<file path="src/rtl/hazard_stall_ctrl.sv">
// hazard_stall_ctrl: pipeline stall/flush/forward control with D-cache miss FSM, refill watchdog and perf counters
module hazard_stall_ctrl #(
  parameter int CNT_W       = 16,
  parameter int TIMEOUT_CYC = 256
) (
  input  logic             clk,
  input  logic             rst,
  input  logic [4:0]       rs1D,
  input  logic [4:0]       rs2D,
  input  logic [4:0]       rs1E,
  input  logic [4:0]       rs2E,
  input  logic [4:0]       rdE,
  input  logic             memReadE,
  input  logic             pcSrcE,
  input  logic [4:0]       rdM,
  input  logic [4:0]       rdW,
  input  logic             regWriteM,
  input  logic             regWriteW,
  input  logic             dReqM,
  input  logic             dHitM,
  input  logic             dRefillDone,
  output logic             stallF,
  output logic             stallD,
  output logic             stallE,
  output logic             stallM,
  output logic             flushD,
  output logic             flushE,
  output logic             flushW,
  output logic [1:0]       forwardAE,
  output logic [1:0]       forwardBE,
  output logic             missTimeout,
  output logic [CNT_W-1:0] missCnt,
  output logic [CNT_W-1:0] stallCnt
);
  localparam int TW = $clog2(TIMEOUT_CYC);
  typedef enum logic [1:0] {RUN, MISS, REPLAY} state_t;
  state_t state, state_nx;
  logic [TW-1:0] timer;
  logic miss_hit, load_use, hold, redirect, lu, miss_ent, in_miss;
  assign miss_hit = dReqM & ~dHitM;
  assign load_use = memReadE & |rdE & (rdE == rs1D | rdE == rs2D);
  assign in_miss  = state == MISS;
  assign miss_ent = ~in_miss & miss_hit;
  // a miss freezes the whole pipe and masks redirect/load-use until release
  assign hold     = ~rst & (~(state == RUN) | miss_hit);
  assign redirect = ~rst & ~hold & pcSrcE;
  assign lu       = ~rst & ~hold & ~pcSrcE & load_use;
  assign stallF = hold | lu;
  assign stallD = hold | lu;
  assign stallE = hold;
  assign stallM = hold;
  assign flushW = hold;
  assign flushD = redirect;
  assign flushE = redirect | lu;
  assign forwardAE = rst ? 2'b00 :
                     (regWriteM & |rdM & rdM == rs1E) ? 2'b10 :
                     (regWriteW & |rdW & rdW == rs1E) ? 2'b01 : 2'b00;
  assign forwardBE = rst ? 2'b00 :
                     (regWriteM & |rdM & rdM == rs2E) ? 2'b10 :
                     (regWriteW & |rdW & rdW == rs2E) ? 2'b01 : 2'b00;
  always_comb begin
    state_nx = state;
    state_nx = in_miss ? (dRefillDone ? REPLAY : MISS) : (miss_hit ? MISS : RUN);
  end
  always_ff @(posedge clk or posedge rst) begin
    if (rst) begin
      state       <= RUN;
      timer       <= '0;
      missTimeout <= 1'b0;
      missCnt     <= '0;
      stallCnt    <= '0;
    end else begin
      state <= state_nx;
      timer <= (in_miss & ~dRefillDone) ? ((timer == TW'(TIMEOUT_CYC - 1)) ? timer : timer + 1'b1) : '0;
      if (in_miss & ~dRefillDone & timer == TW'(TIMEOUT_CYC - 2)) missTimeout <= 1'b1;
      if (miss_ent & ~&missCnt) missCnt <= missCnt + 1'b1;
      if (stallF & ~&stallCnt) stallCnt <= stallCnt + 1'b1;
    end
  end
endmodule

</file>
<file path="config.mk">
export PLATFORM = sky130hd
export DESIGN_NAME = hazard_stall_ctrl
export DESIGN_NICKNAME = d
export VERILOG_FILES = /design/src/rtl/hazard_stall_ctrl.sv
export SDC_FILE = /design/constraint.sdc
export NUM_CORES = 1
export LEC_CHECK = 0
export ABC_AREA = 1
export BUFFER_PORTS_ARGS = -buffer_cell sky130_fd_sc_hd__buf_2
export CORE_MARGIN = 1
export CORE_UTILIZATION = 47
export DETAILED_ROUTE_END_ITERATION = 12
export PLACE_DENSITY = 0.88
export SYNTH_ARGS = -nofsm -noshare
export SYNTH_HDL_FRONTEND = slang
export SYNTH_SLANG_ARGS = --single-unit
</file>
<file path="constraint.sdc">
create_clock -name clk -period 2.8 [get_ports clk]
set_input_delay 0.56 -clock clk [delete_from_list [all_inputs] [get_ports clk]]
set_output_delay 0.56 -clock clk [all_outputs]
set_load 0.05 [all_outputs]
</file>
==> out/metrics.csv <==
metric,value,unit
cp-start-kind,input pin,
nNetsFinal,550,
fill_cells,522,
switching_share,41.3,%
report.final.hold_viol_count,0,
worstSkewPairLatency,300,ps
syn_nets,463,
ir_drop,0.000667,V
p_leak,1.92,nW
tns,0,ps
cellPowerDensity,548,nW/um^2
power.total,1.95,mW
grt_overflow,0,
synth_top_family_by_area,simple AND/OR/NAND/NOR gates,
ys_warn_count,0,
cts_made_buffers,5,
synth_area,2970,sq um
worst-endpoint-required,2240,ps
avgRoutedWirePerCell,11.8,um
final_core_utilization,59.4,%
syn-mean-instance-area,7.15,sq um
grt_start_max_net_pins,33,
cap_violations,0,
netlist_instances,415,
ios,88,
crit_path_end_kind,primary output,
path_clk_slew,80,ps
cts_max_level,2,
synth_edf_count,0,
synth_largest_area_cell,dfrtp_1,
cts.sink_count,43,
layout-drive-gt1-share,23.1,%
via_per_inst,5.13,
outcome,"finished, final reports clean",
ys_async_sr_fraction,100,%
muxShareOfSynthArea,0,%
finalClockSkew,11.6,ps
n_antenna_cell,0,
setup_viol,0,
row_count,28,
hold_buffers,0,
synth-xor-area-share,10.9,%
rsz0062_at_grt,false,
pwr-share-clk,24.2,%
dp_hpwl,5.33,mm
drc,0,
start_util,49.6,%
synth_top_cell_area_share,36.2,%
antenna_found_initial,0,
cts_setup_buffers,0,
clockRootBuffer,clkbuf_8,
fmax,0.422,GHz
synth-seq-area-share,36.2,%
period_share,84.7,%
cts_tree,done,
fin_crit,2370,ps
synth_area_leaders,"dfrtp_1 (36%), nand2_1 (15%), inv_1 (7.1%)",
p_int,1.14,mW
vias,2961,
synth_compound_area_share,5.01,%
synth-seq-cells,43,
crit_type,in -> out,
post_cts_resize_count,0,
die_y,81.5,um
first_pass_iters,4,
grt_pass1_vias,2577,
p_switching,807,uW
antenna_left,0,
max_slew.worst_pin.slew,560,ps
fp.dieW,81.5,um
grt_pass1_wl,11.1,mm
grt_use_total,21.7,%
cts_max_path_buffers,2,
core,5990,sq um
crit_fanout,16,
p_comb_share,35.0,%
yosys.area_share.simple,36.4,%
place_congestion,0.989,
synth_flop_cell,dfrtp_1,
synth_fa_ha_area_share,1.69,%
portBuffers,87,
min_path_type,in -> async,
area_growth,19.9,%
cp.arrival,1810,ps
dieArea,6640,sq um
slew_viol_final,0,
max-slew-margin-rel,62.6,%
routed_wirelength,6.83,mm
p_seq_share,40.8,%
synth.distinct_cells,32,
drt_iter0_markers,164,
==> worst paths after layout <==
check,from,end,slack (ps),cells past startpoint
max in group asynchronous,rst,stallCnt[0]$_DFFE_PP0P_,1870,3
worst max-delay path,rst,forwardAE[0],430,7
worst min register to register,missTimeout$_DFFE_PP0P_,missTimeout$_DFFE_PP0P_,490,1
min in group clk,dRefillDone,state[1]$_DFF_PP0_,480,3
worst max register to register,missCnt[0]$_DFFE_PP0P_,missCnt[11]$_DFFE_PP0P_,930,8
worst min-delay path,rst,timer[0]$_DFFE_PP0P_,250,2
==> critical path: stages <==
cell and delay, ps:
buf_2 130, clkinvlp_4 240, o21ai_0 140, nor3_1 210, nand4_1 140, a21oi_2 120
buf_2 260
==> state kept, by name, indices dropped and copies added (netlist names) <==
| name | cells |
|---|---|
| missCnt | 16 |
| missTimeout | 1 |
| stallCnt | 16 |
| state | 2 |
| timer | 8 |
==> power by group through the flow <==
| stage | registers (mW) | logic, mW | clock network, mW |
|---|---|---|---|
| 6_report | 0.796 | 0.684 | 0.471 |
| 5_1_grt | 0.809 | 0.736 | 0.512 |
| 4_1_cts | 0.796 | 0.688 | 0.488 |
| 3_5_place_dp | 0.807 | 0.685 | 0 |
| 3_3_place_gp | 0.804 | 0.670 | 0 |
| 2_1_floorplan | 1.04 | 0.282 | 0 |
==> cell usage in the layout (no fill, tap or decap), drive strengths merged <==
| master | instances |
|---|---|
| nand2 | 121 |
| o22ai | 1 |
| o21ai | 14 |
| nor4 | 2 |
| clkbuf | 6 |
| inv | 56 |
| a21oi | 4 |
| xnor2 | 19 |
| nor2 | 39 |
| dfrtp | 43 |
| nor3 | 19 |
| xor2 | 18 |
| ha | 4 |
| o21bai | 1 |
| bufinv | 1 |
| nand3 | 42 |
| nand3b | 1 |
| or2 | 2 |
| buf | 89 |
| clkinvlp | 1 |
| nand4 | 12 |
| a22o | 2 |
| a31oi | 2 |
| a211oi | 2 |
| nor3b | 1 |
==> through the flow <==
step / hold WS (ps) / std cells / cell area (sq um) / worst slack, ps
after floorplan: 443 / 415 / 2990 / 44.9
after global placement: 458 / 570 / 3460 / 496
after detailed placement: 482 / 570 / 3460 / 411
after CTS: 243 / 577 / 3560 / 413
after global routing: 258 / 577 / 3560 / 247
final: 246 / 577 / 3560 / 428
==> cells in the mapped netlist (2+ instances only) <==
master    number
a211oi_1       2
a21oi_1        4
a22o_1         2
a31oi_1        2
buf_4          5
buf_6          3
dfrtp_1       43
ha_1           4
inv_1         56
nand2_1      115
nand2_2        6
nand3_1       39
nand3_2        3
nand4_1       12
nor2_1        36
nor2_2         3
nor3_1        17
nor4_1         2
o21ai_0       12
o21ai_1        2
xnor2_1       19
xor2_1        18
==> cells by family (layout without fill, tap and decap cells) <==
family / count (synthesis) / count (layout)
adder cells (fa/ha/maj): 4 / 4
buffers and inverters: 66 / 153
AND/OR/NAND/NOR: 239 / 239
flip-flops: 43 / 43
XOR/XNOR: 37 / 37
AO/OA/AOI/OAI: 26 / 26
==> cell type report <==
type,instances,area [sq um],area share [%]
multi-input combinational,306,1620,45.5
sequential,43,1080,30.2
timing repair buffer,89,450,12.7
inverter,57,218,6.12
tap,75,93.8,2.64
clock buffer,6,72.6,2.04
clock inverter,1,30.0,0.844
==> layer usage <==
layer / track usage, % / wire length [um] / vias to the layer above
li1: - / - / 1491
met1: 26.1 / 2930 / 1364
met2: 37.9 / 3330 / 95
met3: 4.67 / 460 / 11
met4: 8.04 / 108 / 0
met5: 0 / 0 / -
No activity file was read; power rests on OpenSTA's default activity.
